==> src/rtl/mode_seq_pkg.sv <==
// Shared types and constants for the mode sequencer: state encoding,
// op-code layout and the default phase hold length.
package mode_seq_pkg;

    typedef enum logic [2:0] {
        ST_IDLE    = 3'd0,
        ST_LOAD    = 3'd1,
        ST_PHASE_A = 3'd2,
        ST_PHASE_B = 3'd3,
        ST_DONE    = 3'd4
    } state_e;

    localparam int HOLD_CYCLES_DEF = 2;
    localparam int FIELD_W_DEF     = 4;
    localparam int OP_W            = 4;
    localparam int MODE_W          = 3;
    localparam int OP_RSVD_BIT     = 3;

    localparam logic [MODE_W-1:0] MODE_NONE = 3'b000;

endpackage

==> src/rtl/mode_sequencer_hold_counter.sv <==
// Saturating phase-hold counter: restarts on clear_i, counts while en_i,
// and flags expiry once the phase has been held HOLD_CYCLES cycles.
module hold_counter #(
    parameter int HOLD_CYCLES = 2
) (
    input  logic clk,
    input  logic rst_n,
    input  logic clear_i,
    input  logic en_i,
    output logic expired_o
);

    localparam int CNT_W = $clog2(HOLD_CYCLES + 1);

    logic [CNT_W-1:0] cnt_q;
    logic [CNT_W-1:0] cnt_d;

    // Next count: clear wins, then increment until pinned at HOLD_CYCLES.
    always_comb begin
        cnt_d = cnt_q;
        if (clear_i) begin
            cnt_d = '0;
        end else if (en_i && (cnt_q != CNT_W'(HOLD_CYCLES))) begin
            cnt_d = cnt_q + CNT_W'(1);
        end else begin
            cnt_d = cnt_q;
        end
    end

    // Count register.
    always_ff @(posedge clk) begin
        if (!rst_n) begin
            cnt_q <= '0;
        end else begin
            cnt_q <= cnt_d;
        end
    end

    // Count is 0 on the first phase cycle, so the last held cycle sees HOLD_CYCLES-1.
    assign expired_o = (cnt_q >= CNT_W'(HOLD_CYCLES - 1));

endmodule

==> src/rtl/mode_sequencer.sv <==
// Mode sequencer: runs LOAD -> PHASE_A -> PHASE_B -> DONE per start request.
// Optional feature macro: PARITY_CHECK_EN (adds par_i odd-parity check on field_i).
module mode_sequencer
    import mode_seq_pkg::*;
#(
    parameter int HOLD_CYCLES = HOLD_CYCLES_DEF,
    parameter int FIELD_W     = FIELD_W_DEF
) (
    input  logic               clk,
    input  logic               rst_n,
    input  logic               start_i,
    input  logic               abort_i,
    input  logic [OP_W-1:0]    op_i,
    input  logic [FIELD_W-1:0] field_i,
`ifdef PARITY_CHECK_EN
    input  logic               par_i,
`endif
    input  logic               ready_i,
    output logic [MODE_W-1:0]  mode_o,
    output logic [FIELD_W-1:0] field_o,
    output logic               sel_o,
    output logic               valid_o,
    output logic               busy_o,
    output logic               done_o,
    output logic               err_o
);

    state_e               state_q, state_d;
    logic                 capture_s;
    logic                 err_d;
    logic                 expired_s;
    logic                 in_phase_s;
    logic [MODE_W-1:0]    mode_q;
    logic [FIELD_W-1:0]   field_q;
    logic                 sel_q, valid_q, busy_q, done_q, err_q;

`ifdef PARITY_CHECK_EN
    logic par_bad_q, par_bad_d;

    function automatic logic odd_parity_ok(input logic [FIELD_W-1:0] data, input logic par);
        return ^{data, par};
    endfunction
`endif

    assign in_phase_s = (state_q == ST_PHASE_A) || (state_q == ST_PHASE_B);

    hold_counter #(
        .HOLD_CYCLES (HOLD_CYCLES)
    ) u_hold (
        .clk       (clk),
        .rst_n     (rst_n),
        .clear_i   (state_d != state_q),
        .en_i      (in_phase_s),
        .expired_o (expired_s)
    );

    // Next-state logic; abort is checked first so it beats every other request.
    always_comb begin
        state_d   = state_q;
        capture_s = 1'b0;
        err_d     = 1'b0;
`ifdef PARITY_CHECK_EN
        par_bad_d = par_bad_q;
`endif
        case (state_q)
            ST_IDLE: begin
                if (abort_i) begin
                    state_d = ST_IDLE;
                end else if (start_i && op_i[OP_RSVD_BIT]) begin
                    err_d = 1'b1;
                end else if (start_i) begin
                    state_d   = ST_LOAD;
                    capture_s = 1'b1;
`ifdef PARITY_CHECK_EN
                    par_bad_d = !odd_parity_ok(field_i, par_i);
                    err_d     = par_bad_d;
`endif
                end else begin
                    state_d = ST_IDLE;
                end
            end
            ST_LOAD: begin
                if (abort_i) begin
                    state_d = ST_IDLE;
`ifdef PARITY_CHECK_EN
                end else if (par_bad_q) begin
                    state_d = ST_IDLE;
`endif
                end else begin
                    state_d = ST_PHASE_A;
                end
            end
            ST_PHASE_A: begin
                if (abort_i) begin
                    state_d = ST_IDLE;
                end else if (expired_s && ready_i) begin
                    state_d = ST_PHASE_B;
                end else begin
                    state_d = ST_PHASE_A;
                end
            end
            ST_PHASE_B: begin
                if (abort_i) begin
                    state_d = ST_IDLE;
                end else if (expired_s && ready_i) begin
                    state_d = ST_DONE;
                end else begin
                    state_d = ST_PHASE_B;
                end
            end
            ST_DONE: begin
                state_d = ST_IDLE;
            end
            default: begin
                state_d = ST_IDLE;
            end
        endcase
    end

    // State and output registers; outputs are decoded from the next state so they align with it.
    always_ff @(posedge clk) begin
        if (!rst_n) begin
            state_q <= ST_IDLE;
            mode_q  <= MODE_NONE;
            field_q <= '0;
            sel_q   <= 1'b0;
            valid_q <= 1'b0;
            busy_q  <= 1'b0;
            done_q  <= 1'b0;
            err_q   <= 1'b0;
        end else begin
            state_q <= state_d;
            sel_q   <= (state_d == ST_PHASE_B);
            valid_q <= (state_d == ST_PHASE_A) || (state_d == ST_PHASE_B);
            busy_q  <= (state_d != ST_IDLE);
            done_q  <= (state_d == ST_DONE);
            err_q   <= err_d;
            if (state_d == ST_IDLE) begin
                mode_q  <= MODE_NONE;
                field_q <= '0;
            end else if (capture_s) begin
                mode_q  <= op_i[MODE_W-1:0];
                field_q <= field_i;
            end else begin
                mode_q  <= mode_q;
                field_q <= field_q;
            end
        end
    end

`ifdef PARITY_CHECK_EN
    // Parity verdict captured alongside the sub-code.
    always_ff @(posedge clk) begin
        if (!rst_n) begin
            par_bad_q <= 1'b0;
        end else begin
            par_bad_q <= par_bad_d;
        end
    end
`endif

    assign mode_o  = mode_q;
    assign field_o = field_q;
    assign sel_o   = sel_q;
    assign valid_o = valid_q;
    assign busy_o  = busy_q;
    assign done_o  = done_q;
    assign err_o   = err_q;

endmodule
==> config.mk <==
export PLATFORM = sky130hd
export DESIGN_NAME = mode_sequencer
export DESIGN_NICKNAME = d
export VERILOG_FILES = /design/src/rtl/mode_seq_pkg.sv /design/src/rtl/mode_sequencer_hold_counter.sv /design/src/rtl/mode_sequencer.sv
export SDC_FILE = /design/constraint.sdc
export NUM_CORES = 1
export LEC_CHECK = 0
export ABC_AREA = 1
export CAP_MARGIN = 40
export CELL_PAD_IN_SITES_DETAIL_PLACEMENT = 1
export CELL_PAD_IN_SITES_GLOBAL_PLACEMENT = 1
export CORE_ASPECT_RATIO = 0.9
export CORE_MARGIN = 2
export CORE_UTILIZATION = 25
export DETAILED_ROUTE_END_ITERATION = 8
export PLACE_DENSITY = 0.7
export SLEW_MARGIN = 30
export SYNTH_ARGS = -nofsm -noshare
export SYNTH_HDL_FRONTEND = slang
export SYNTH_SLANG_ARGS = --single-unit
==> constraint.sdc <==
create_clock -name clk -period 1.2 [get_ports clk]
set_input_delay 0.24 -clock clk [delete_from_list [all_inputs] [get_ports clk]]
set_output_delay 0.24 -clock clk [all_outputs]
set_load 0.05 [all_outputs]
After elaboration in Yosys (flattened, before gate mapping)
Index checks and enable logic that the tools add are counted.
{"block": "totals", "ramBits": 0, "mem_bits_ro": 0, "wordCells": 46, "latch_bits": 0, "memories": 0, "regBits": 17}
{"block": "classes", "n_eq_ne": 8, "mux": 14, "reduce_logical": 11, "add_sub_neg": 1, "n_bitwise": 2, "mul": 0, "n_lt_le_gt_ge": 1, "shifts": 0, "div": 0}
{"op": "equality test 3 x 2 -> 1 bit, second input constant", "n": 4}
{"op": "2-to-1 mux 3 bit", "n": 4}
{"op": "one-hot mux 3 bit (4 select lines)", "n": 1}
{"op": "2-to-1 mux 1 bit", "n": 7}
{"op": "zero test 3 bit", "n": 2}
{"op": "2-to-1 mux 2 bit", "n": 2}
{"op": "OR reduction 2 bit", "n": 2}
{"op": "equality test 3 x 1 -> 1 bit, second input constant", "n": 1}
{"op": "equality test 3 bit, second input constant", "n": 1}
{"op": "logical AND 1 bit", "n": 3}
{"op": "inequality test 3 bit", "n": 1}
{"op": "nonzero test 3 bit", "n": 1}
{"op": "OR reduction 3 bit", "n": 1}
{"op": "adder 2 x 1 -> 2 bit, second input constant", "n": 1}
{"op": ">= comparator 2 x 1 -> 1 bit, second input constant", "n": 1}
{"op": "logical OR 1 bit", "n": 2}
{"op": "inequality test 2 bit, second input constant", "n": 1}
{"op": "inverter 1 bit", "n": 2}

Depth between registers and ports, before layout
Gate-level depths: netlist of run 1.
{"block": "depth", "ltp_word": 7, "depth_mapped": 11, "depth_no_buf": 11}

By module
From an unflattened synthesis of run 1, not the netlist that was laid out.
{"block": "unflattened", "cells_unflattened": 117, "area_unflattened_um2": 788.3}
{"module": "mode_sequencer", "cells_each": 96, "area_per_inst_um2": 654.4, "instances": 1}
{"module": "hold_counter", "cells_each": 21, "area_per_inst_um2": 133.9, "instances": 1}

Least setup slack after synthesis of run 1
No wires, ideal clock.
{"block": "synth_path", "path_type": "reg-to-reg", "from": "register u_hold.cnt_q[0]", "to": "register field_q[0], in the netlist field_o[0]", "required_ps": 1144, "setup_slack_ps": -58, "t_arrival_ps": 1202, "setup_ps": 56, "stages_incl_launch_ff": 10, "path_cell_list": "dfxtp_1 > inv_1 > ha_1 > inv_2 > nand3_1 > nor3_2 > nand2_1 > nand3_4 > nand2_1 > inv_1"}
{"block": "synth_between", "elab_chain_cells": 7}
{"item": "start: declaration", "line_no": "mode_sequencer_hold_counter.sv:15", "source": "logic [CNT_W-1:0] cnt_q;"}
{"item": "start signal: assignment", "line_no": "mode_sequencer_hold_counter.sv:35", "source": "cnt_q <= cnt_d;"}
{"item": ">= comparator 2 x 1 -> 1 bit (*)", "line_no": "mode_sequencer_hold_counter.sv:40", "source": "assign expired_o = (cnt_q >= CNT_W'(HOLD_CYCLES - 1));"}
{"item": "logical AND 1 bit (*)", "line_no": "mode_sequencer.sv:96, mode_sequencer.sv:105"}
{"item": "2-to-1 mux 3 bit or 2-to-1 mux 1 bit (tied branches)", "line_no": "mode_sequencer.sv:105, mode_sequencer.sv:96"}
{"item": "2-to-1 mux 3 bit or 2-to-1 mux 2 bit (tied branches)", "line_no": "mode_sequencer.sv:103, mode_sequencer.sv:94"}
{"item": "one-hot mux 3 bit (4 select lines) (*)", "line_no": "mode_sequencer.sv:65", "source": "case (state_q)"}
{"item": "zero test 3 bit (*)", "line_no": "mode_sequencer.sv:138", "source": "if (state_d == ST_IDLE) begin"}
{"item": "OR reduction 2 bit (no source line) (*)"}
{"item": "end signal: assignment", "line_no": "mode_sequencer.sv:143", "source": "field_q <= field_i;"}
{"item": "end signal: assignment", "line_no": "mode_sequencer.sv:146", "source": "field_q <= field_q;"}
{"item": "end: declaration", "line_no": "mode_sequencer.sv:34", "source": "logic [FIELD_W-1:0] field_q;"}
Every way passes the cells marked *; elsewhere a longest branch is shown, timed or not.
A chain may end at the register's enable or synchronous reset.

Final worst setup path of run 1
{"block": "layout_path", "from": "register u_hold.cnt_q[1]", "to": "register mode_q[2], in the netlist mode_o[2]"}
{"block": "layout_between", "elab_chain_cells": 7}
{"item": ">= comparator 2 x 1 -> 1 bit (*)", "line_no": "mode_sequencer_hold_counter.sv:40"}
{"item": "logical AND 1 bit (*)", "line_no": "mode_sequencer.sv:96, mode_sequencer.sv:105"}
{"item": "2-to-1 mux 3 bit or 2-to-1 mux 1 bit (tied branches)", "line_no": "mode_sequencer.sv:105, mode_sequencer.sv:96"}
{"item": "2-to-1 mux 3 bit or 2-to-1 mux 2 bit (tied branches)", "line_no": "mode_sequencer.sv:103, mode_sequencer.sv:94"}
{"item": "one-hot mux 3 bit (4 select lines) (*)", "line_no": "mode_sequencer.sv:65"}
{"item": "zero test 3 bit (*)", "line_no": "mode_sequencer.sv:138"}
{"item": "OR reduction 2 bit (no source line) (*)"}
{"item": "end signal: assignment", "line_no": "mode_sequencer.sv:142", "source": "mode_q <= op_i[MODE_W-1:0];"}
{"item": "end signal: assignment", "line_no": "mode_sequencer.sv:145", "source": "mode_q <= mode_q;"}
{"item": "end: declaration", "line_no": "mode_sequencer.sv:33", "source": "logic [MODE_W-1:0] mode_q;"}
Marked as above.

==> flow_summary.json, run 1 <==
{
  "clk_pin_slew_ns": 0.10,
  "p_total_mw": 1.047,
  "muxShareOfSynthArea_pct": 0,
  "fin_ws_ns": -0.1345,
  "ios": 25,
  "first_global_vias": 871,
  "clk-insertion-delay-late_ns": 0.29,
  "slew_headroom_pct": 81.12,
  "outcome": "complete, but fails checks",
  "grt_pass1_wl_mm": 3.884,
  "synth_warnings": 0,
  "numCtsBuffers": 3,
  "failed_checks": "setup timing",
  "synthCells": 105,
  "initial_core_util_pct": 26.15,
  "drt_iter0_drc": 3,
  "synth_area_um2": 802.0,
  "synthSimpleGateAreaFrac_pct": 39.78,
  "ys_ff_latch": 17,
  "cp.arrival_ns": 1.54,
  "finalSetupViolations": 15,
  "htreeDepth": 1,
  "antenna_found_initial": 0,
  "rows": 19,
  "syn_avg_cell_area_um2": 7.638,
  "track_usage_pct": 13.54,
  "dr_total_vias": 824,
  "overflow": 0,
  "cp-end-kind": "register",
  "hpwlAfterDp_mm": 1.778,
  "slew_viol_final": 0,
  "power.leakage_nw": 0.7231,
  "multi_input_area_um2": 426.7,
  "max_cap_violations": 0,
  "fin_skew_ns": 0.002755,
  "path_class": "register to register",
  "cts_root_buffer": "clkbuf_4",
  "first_pass_iters": 2,
  "top_usage_layer": "met2",
  "die_y_um": 57.74,
  "post-route-period-util_pct": 111.2,
  "core_area_um2": 3067,
  "synth_compound_area_share_pct": 2.964,
  "worst_pin_slew_ns": 0.2824,
  "vias_per_cell": 4.269,
  "synth_xor_area_share_pct": 1.092,
  "max_freq_mhz": 749.4,
  "finalCriticalPeriod_ns": 1.334,
  "antenna_cells": 0,
  "cts_tree": "done",
  "hp-class": "primary input to register",
  "die-area_um2": 3678,
  "gr-usage-met3_pct": 3.107,
  "power.density_cell_area_nw_per_um2": 722.9,
  "yosysSeqAreaShare_pct": 42.43,
  "drive_above_1_share_pct": 46.36,
  "port_buffers": 24,
  "ys_types": 22,
  "ctsHoldBuffers": 0,
  "ant_nets": 0,
  "tns_ns": -1.439,
  "fin_cells": 193,
  "drt_wl_total_mm": 2.203,
  "avgRoutedWirePerCell_um": 11.41,
  "synth_nets": 120,
  "syn2layout_area_growth_pct": 80.50,
  "grt_use_met2_pct": 25.41,
  "fill_cells": 362,
  "die-width_um": 63.71,
  "use_met1_pct": 14.87,
  "crit_fanout": 8,
  "ir_drop_mv": 0.4934,
  "synth_top_family_by_area": "simple AND/OR/NAND/NOR gates",
  "place.gp.congestion": 0.7766,
  "clockBufferDepth": 2,
  "finalHoldViolations": 0,
  "drc": 0,
  "rsz0062_at_grt": "yes",
  "final-seq-area_um2": 344.1,
  "clkSinkCount": 17,
  "grt_max_degree": 10,
  "dp.cells": 183,
  "synthAdderAreaFrac_pct": 3.120,
  "critPathLaunchType": "register",
  "worstPathRequired_ns": 1.40,
  "nNetsFinal": 167
}
-- timing repair --
action	4_1_cts	5_1_grt
resized for setup	13	7
pin swaps	8	4
gates cloned	0	0
setup buffers	4	3
setup endpoints to repair	15	16
-- sequential cells by signal, summed over array words and instances (netlist names) --
register / cells
sel_o: 1
done_o: 1
busy_o: 1
mode_o: 3
u_hold.cnt_q: 2
valid_o: 1
state_q: 3
field_o: 4
err_o: 1
-- through the flow --
step	setup slack, ns	hold WS [ns]	utilization, %	cell area [µm²]
4_1_cts	-0.1415	0.5575	46.47	1425
5_1_grt	-0.2331	0.5570	47.21	1448
3_3_place_gp	-0.3556	0.5621	43.21	1325
3_5_place_dp	-0.3885	0.5632	43.21	1325
6_report	-0.1345	0.5697	47.21	1448
2_1_floorplan	-0.01248	0.3584	-	822.0
-- synth_stat cells, drive strengths merged --
| master | number | share of area [%] |
|---|---|---|
| nand2 | 34 | 19 |
| inv | 22 | 11 |
| dfxtp | 17 | 42 |
| nand3 | 13 | 11 |
| nor2 | 8 | 5.9 |
| ha | 2 | 3.1 |
| nand4 | 2 | 1.6 |
| a21oi | 1 | 0.62 |
| a31oi | 1 | 0.78 |
| nor3 | 1 | 1.2 |
| o211ai | 1 | 0.94 |
| o21ai | 1 | 0.62 |
| or2 | 1 | 0.78 |
| xor2 | 1 | 1.1 |
-- cells in the final DEF (no fill, tap or decap), types with 2 or more instances in the layout --
| cell | instances |
|---|---|
| nand3_2 | 3 |
| nand3_1 | 8 |
| inv_4 | 2 |
| nand2_2 | 8 |
| inv_2 | 10 |
| clkbuf_4 | 3 |
| nand4_1 | 2 |
| dfxtp_2 | 3 |
| buf_6 | 4 |
| clkdlybuf4s50_1 | 12 |
| nand2_1 | 24 |
| buf_4 | 14 |
| nor2_1 | 4 |
| nand3_4 | 2 |
| nand2_4 | 2 |
| nor2_2 | 2 |
| buf_12 | 12 |
| nor2_4 | 2 |
| dfxtp_1 | 14 |
| inv_1 | 10 |
-- power breakdown --
part | leakage, nW | internal (mW) | total [mW] | switching (mW)
clock network | 0.0150 | 0.129 | 0.313 | 0.183
logic | 0.569 | 0.0834 | 0.158 | 0.0742
registers | 0.139 | 0.570 | 0.576 | 0.00626
total | 0.723 | 0.783 | 1.05 | 0.264
-- logic make-up after synthesis --
group	after synthesis
xor gates and xnor gates	1
and+or+nand+nor	59
buffers and inverters	22
DFF	17
AOI/OAI and AO/OA	4
adders and majority gates	2
-- worst paths after layout --
| kind | from | end | slack [ns] | cells after the start |
|---|---|---|---|---|
| max | u_hold.cnt_q[1]$_SDFFE_PP0P_ | mode_o[2]$_SDFFE_PP0P_ | -0.13 | 10 |
| min | start_i | err_o$_SDFF_PP0_ | 0.57 | 3 |
| max reg2reg | u_hold.cnt_q[1]$_SDFFE_PP0P_ | mode_o[2]$_SDFFE_PP0P_ | -0.13 | 10 |
| min reg2reg | field_o[0]$_SDFFE_PP0P_ | field_o[0]$_SDFFE_PP0P_ | 0.58 | 4 |
-- per-layer routing --
layer	vias to the layer above	part of all wire (%)	wire length, µm
met4	0	0.36	8
met1	392	41	899
met5	-	0	0
met3	2	4.7	103
li1	412	-	-
met2	18	54	1192
-- critical path, stage by stage, from the launching register on --
cell and delay (ns):
dfxtp_2 0.35, inv_2 0.04, ha_4 0.15, inv_4 0.06, a21oi_2 0.05, nand2_2 0.13, nand3_2 0.10, nand2_4 0.10
nand3_4 0.13, nand2_1 0.09, inv_1 0.04
-- area by class of cell --
| cell class | instances | share of cell area, % |
|---|---|---|
| well taps | 42 | 3.630 |
| clock buffers | 4 | 1.815 |
| inverters | 22 | 6.050 |
| repair buffers | 42 | 35.26 |
| multi-input cells | 66 | 29.47 |
| flip-flops and latches | 17 | 23.77 |
No activity file was read; power rests on OpenSTA's default activity.
==> run 2: changes to the inputs <==
--- a/config.mk
+++ b/config.mk
@@ -13,8 +13,10 @@
 export CORE_MARGIN = 2
 export CORE_UTILIZATION = 25
 export DETAILED_ROUTE_END_ITERATION = 8
+export GPL_TIMING_DRIVEN = 0
 export PLACE_DENSITY = 0.7
 export SLEW_MARGIN = 30
 export SYNTH_ARGS = -nofsm -noshare
 export SYNTH_HDL_FRONTEND = slang
 export SYNTH_SLANG_ARGS = --single-unit
+export TNS_END_PERCENT = 10
==> run 2 against run 1 <==
The flow still finishes with violations (setup timing). Die area unchanged. Hold slack worse by 0.033 ns. Non-clock buffer count down 6. Total power down 0.44%. Largest power group unchanged. Highest routed layer unchanged.
==> flow_summary.json, run 2 (synthesis gave the netlist of run 1 again) <==
{
  "outcome": "complete, but fails checks",
  "failed_checks": "setup timing",
  "largest_register_ffs": 4,
  "grt_max_degree": 10,
  "initial_core_util_pct": 26.15,
  "power.density_cell_area_nw_per_um2": 846.2,
  "finalHoldViolations": 0,
  "fin_cells": 187,
  "finalCriticalPeriod_ns": 1.331,
  "path_class": "register to register",
  "cp-end-kind": "register",
  "dp.cells": 171,
  "crit_fanout": 8,
  "drc": 0,
  "drive_above_1_share_pct": 46.21,
  "clk_pin_slew_ns": 0.11,
  "max_cap_violations": 0,
  "ant_nets": 0,
  "slew_viol_final": 0,
  "worstPathCellList": "inv_2 -> ha_4 -> inv_4 -> a21oi_2 -> nand2_2 -> nand3_2 -> nand2_4 -> nand3_4 -> nand2_1 -> inv_1",
  "rows": 19,
  "htreeDepth": 1,
  "die_y_um": 57.74,
  "grt_pass1_wl_mm": 3.905,
  "max_freq_mhz": 751.1,
  "pre_cts_ws_ns": -0.5361,
  "mostFrequentLayoutCells": "nand2_1 (21), dfxtp_1 (14), inv_1 (13), clkdlybuf4s50_1 (12), buf_4 (12)",
  "port_buffers": 24,
  "cpPeakStageDelay_ns": 0.35,
  "rsz0062_at_grt": "yes",
  "cts_root_buffer": "clkbuf_4",
  "ios": 25,
  "antenna_found_initial": 0,
  "finalSetupViolations": 13,
  "fin_skew_ns": 0.008938,
  "dr_total_vias": 790,
  "nNetsFinal": 161,
  "clk-insertion-delay-late_ns": 0.30,
  "first_pass_iters": 2,
  "critPathSlowestCell": "dfxtp_2",
  "place.gp.congestion": 0.6419,
  "die-area_um2": 3678,
  "critPathLaunchType": "register",
  "die-width_um": 63.71,
  "numCtsBuffers": 3,
  "first_global_vias": 884,
  "track_usage_pct": 13.72,
  "cts_tree": "done",
  "slew_headroom_pct": 79.69,
  "clockBufferDepth": 2,
  "vias_per_cell": 4.225,
  "avgRoutedWirePerCell_um": 11.60,
  "hpwlAfterDp_mm": 1.563,
  "post-route-period-util_pct": 110.9,
  "clkSinkCount": 17,
  "power.leakage_nw": 0.6702,
  "worst_pin_slew_ns": 0.3037,
  "overflow": 0,
  "drt_wl_total_mm": 2.169,
  "hp-class": "register to register",
  "mostFrequentLayoutCell": "nand2_1",
  "syn2layout_area_growth_pct": 53.51,
  "fin_ws_ns": -0.1313,
  "cp.arrival_ns": 1.54,
  "worstPathRequired_ns": 1.41,
  "crit_family": "simple AND/OR/NAND/NOR gates",
  "drt_iter0_drc": 6,
  "antenna_cells": 0,
  "ir_drop_mv": 0.4240,
  "path_buf_inv": 3,
  "core_area_um2": 3067,
  "fin_util_pct": 40.15
}
[run 2: worst paths after layout]
path | startpoint | to | slack (ns) | cells past startpoint
worst max-delay path | u_hold.cnt_q[0]$_SDFFE_PP0P_ | field_o[2]$_SDFFE_PP0P_ | -0.13 | 10
worst min-delay path | field_o[2]$_SDFFE_PP0P_ | field_o[2]$_SDFFE_PP0P_ | 0.54 | 4
worst max register to register | u_hold.cnt_q[0]$_SDFFE_PP0P_ | field_o[2]$_SDFFE_PP0P_ | -0.13 | 10
worst min register to register | field_o[2]$_SDFFE_PP0P_ | field_o[2]$_SDFFE_PP0P_ | 0.54 | 4
[run 2: timing repair]
action / CTS / global route
buffers inserted: 12 / 0
endpoints found under the setup margin: 26 / 19
gates resized for setup: 71 / 10
hold buffers: 0 / 0
pin swaps: 10 / 7
[run 2: final cells by class]
class,count,area (µm²)
tap,42,52.55
fill,376,1836
sequential,17,344.1
multi-input combinational,66,442.9
timing repair buffer,36,277.8
inverter,22,87.58
clock buffer,4,26.28
[run 2: through the flow]
| stage | hold WS, ns | instance area, µm² | TNS, ns | power (mW) |
|---|---|---|---|---|
| finish | 0.5364 | 1231 | -1.003 | 1.042 |
| global route | 0.5829 | 1231 | -2.359 | 1.098 |
| CTS | 0.5503 | 1204 | -1.205 | 1.056 |
| detailed placement | 0.5276 | 1115 | -8.037 | 0.7137 |
| global placement | 0.5056 | 1115 | -7.727 | 0.7110 |
| floorplan | 0.3584 | 822.0 | -0.07648 | 0.6486 |
[run 2: worst min-delay path: cells and delay by family (launching register included)]
kind,cells,cell delay [ns]
AND/OR/NAND/NOR,3,0.15
buffers and inverters,1,0.03
flip-flops,1,0.33
[run 2: power by group]
part	switching (mW)	total, mW	internal [mW]
clock	0.195	0.325	0.130
sequential	0.00403	0.574	0.570
combinational	0.0754	0.143	0.0680
[run 2: metal layers]
metal / GRT usage, % / vias up / share of wire, %
li1: - / 398 / -
met1: 14.08 / 369 / 39
met3: 3.495 / 3 / 5.1
met2: 27.52 / 20 / 54
met5: 0 / - / 0
met4: 3.727 / 0 / 1.1
==> run 3: changes to the inputs <==
--- a/config.mk
+++ b/config.mk
@@ -15,6 +15,7 @@
 export DETAILED_ROUTE_END_ITERATION = 8
 export GPL_TIMING_DRIVEN = 0
 export PLACE_DENSITY = 0.7
+export SETUP_SLACK_MARGIN = 0.2
 export SLEW_MARGIN = 30
 export SYNTH_ARGS = -nofsm -noshare
 export SYNTH_HDL_FRONTEND = slang
==> run 3 against run 2 <==
The flow still finishes with violations (setup timing). Total power grew 0.60%. Critical path depth did not move. Maximum frequency is 0.27% lower. Die area did not move. Core utilization grew 2.8 points. Critical path type unchanged. Sequential share of layout area down 1.5 points. Non-clock buffer count stayed put. Flip-flop and latch count is the same. Clock power about the same. Register-to-register slack about the same. First-iteration DRC count grew 50%. Final cell count did not move.
==> flow_summary.json, run 3 (synthesis gave the netlist of run 1 again) <==
{
  "clkSinkCount": 17,
  "initial_core_util_pct": 26.15,
  "cts_root_buffer": "clkbuf_4",
  "avgRoutedWirePerCell_um": 11.86,
  "port_buffers": 24,
  "clockBufferDepth": 2,
  "crit_fanout": 8,
  "finalCriticalPeriod_ns": 1.335,
  "htreeDepth": 1,
  "mostFrequentLayoutCells": "nand2_1 (20), nand2_2 (12), inv_1 (12), clkdlybuf4s50_1 (12)",
  "critPathSlowestCell": "dfxtp_2",
  "rows": 19,
  "nNetsFinal": 161,
  "ant_nets": 0,
  "core_area_um2": 3067,
  "finalHoldViolations": 0,
  "worstPathRequired_ns": 1.41,
  "power.density_cell_area_nw_per_um2": 796.3,
  "drt_wl_total_mm": 2.218,
  "clk_pin_slew_ns": 0.11,
  "drive_above_1_share_pct": 49.66,
  "ir_drop_mv": 0.4309,
  "track_usage_pct": 14.14,
  "ctsHoldBuffers": 0,
  "worst_pin_slew_ns": 0.3040,
  "hpwlAfterDp_mm": 1.563,
  "dr_total_vias": 789,
  "met2_length_mm": 1.233,
  "drt_iter0_drc": 9,
  "min_to": "err_o$_SDFF_PP0_",
  "cp-end-kind": "register",
  "grt_max_degree": 10,
  "rsz0062_at_grt": "yes",
  "regToRegSetupSlack_ns": -0.13,
  "top_layer_used": "met4",
  "worstReg2RegStart": "u_hold.cnt_q[0]$_SDFFE_PP0P_",
  "overflow": 0,
  "cts_tree": "done",
  "worstPathCellList": "inv_2 -> ha_4 -> inv_4 -> a21oi_2 -> nand2_2 -> nand3_2 -> nand2_4 -> nand3_4 -> nand2_2 -> inv_2",
  "die_y_um": 57.74,
  "path_class": "register to register",
  "postPlaceCellArea_um2": 1115,
  "wl_met1_um": 872,
  "hp-start": "start_i",
  "fin_cells": 187,
  "die-width_um": 63.71,
  "dr_wl_met3_um": 89,
  "cpPeakStageDelay_ns": 0.35,
  "failed_checks": "setup timing",
  "die-area_um2": 3678,
  "max_cap_violations": 0,
  "power.leakage_nw": 0.6833,
  "final_area_um2": 1316,
  "clk-insertion-delay-late_ns": 0.30,
  "whs_path_depth": 3,
  "post-route-period-util_pct": 111.2,
  "fill_cells": 367,
  "mostFrequentLayoutCell": "nand2_1",
  "vias_per_cell": 4.219,
  "syn2layout_area_growth_pct": 64.12,
  "first_pass_iters": 2,
  "critPathLaunchType": "register",
  "antenna_cells": 0,
  "first_global_vias": 919,
  "drc": 0,
  "grt_pass1_wl_mm": 4.029,
  "antenna_found_initial": 0,
  "fin_skew_ns": 0.006648,
  "r2r_end": "field_o[0]$_SDFFE_PP0P_",
  "ios": 25,
  "p_total_mw": 1.048,
  "outcome": "complete, but fails checks",
  "dp.cells": 171,
  "place.gp.congestion": 0.6419,
  "max_freq_mhz": 749.1,
  "fin_ws_ns": -0.1349,
  "finalSetupViolations": 12,
  "slew_headroom_pct": 79.67,
  "numCtsBuffers": 3,
  "slew_viol_final": 0,
  "r2r_cells": 10,
  "hp-class": "primary input to register",
  "cp.arrival_ns": 1.54,
  "largest_register_ffs": 4
}
## run 3: changes by cell type in the layout (fill, tap and decap cells not counted), moves of 2 or more
cell / delta
clkbuf_4: -3
buf_2: -9
buf_8: +2
dfxtp_1: -3
dfxtp_2: +3
buf_6: +11
## run 3: repair_timing
action                                  4_1_cts  5_1_grt
buffers inserted                             12        0
pin swaps                                    10       10
gates resized for setup                     100       10
endpoints found under the setup margin       28       29
## run 3: worst max-delay path, delay by kind of cell, from the launching register on
family | cells | cell delay [ns]
fa+ha+maj | 1 | 0.15
flops | 1 | 0.35
buf+inv | 3 | 0.14
compound gates | 1 | 0.05
simple gates | 5 | 0.54
## run 3: area by class of cell
type	instances	area (µm²)	share of cell area [%]
clock buffer	4	26.28	1.996
inverter	22	87.58	6.654
multi-input combinational	66	445.4	33.84
sequential	17	347.8	26.43
tap	42	52.55	3.992
timing repair buffer	36	356.6	27.09
## run 3: metal layers
layer | up-vias | track usage (%)
li1 | 398 | -
met1 | 368 | 14.56
met2 | 20 | 28.57
met3 | 3 | 3.301
met4 | 0 | 3.727
met5 | - | 0
## run 3: report_power, final
part / total [mW] / leakage, nW / switching [mW] / internal (mW)
Combinational: 0.151 / 0.528 / 0.0763 / 0.0743
Sequential: 0.575 / 0.140 / 0.00508 / 0.570
Clock: 0.322 / 0.0150 / 0.193 / 0.130
Total: 1.05 / 0.683 / 0.274 / 0.774
## run 3: worst max path at each step
stage | end | slack, ns | from | depth (start not counted)
2_1_floorplan | field_o[0]$_SDFFE_PP0P_ | -0.01 | u_hold.cnt_q[1]$_SDFFE_PP0P_ | 9
3_3_place_gp | field_o[2]$_SDFFE_PP0P_ | -0.51 | abort_i | 10
3_5_place_dp | field_o[0]$_SDFFE_PP0P_ | -0.54 | abort_i | 10
4_1_cts | field_o[3]$_SDFFE_PP0P_ | -0.13 | u_hold.cnt_q[0]$_SDFFE_PP0P_ | 11
5_1_grt | field_o[0]$_SDFFE_PP0P_ | -0.23 | u_hold.cnt_q[0]$_SDFFE_PP0P_ | 11
6_report | field_o[0]$_SDFFE_PP0P_ | -0.13 | u_hold.cnt_q[0]$_SDFFE_PP0P_ | 10
## run 3: per-stage QoR
| step | utilization (%) | setup WS (ns) | TNS (ns) | hold WS [ns] |
|---|---|---|---|---|
| floorplan | - | -0.01248 | -0.07648 | 0.3584 |
| detailed placement | 36.35 | -0.5361 | -8.037 | 0.5276 |
| CTS | 42.15 | -0.1319 | -1.205 | 0.5440 |
| global route | 42.92 | -0.2318 | -2.411 | 0.5790 |
| global placement | 36.35 | -0.5077 | -7.727 | 0.5056 |
| finish | 42.92 | -0.1349 | -1.027 | 0.5557 |
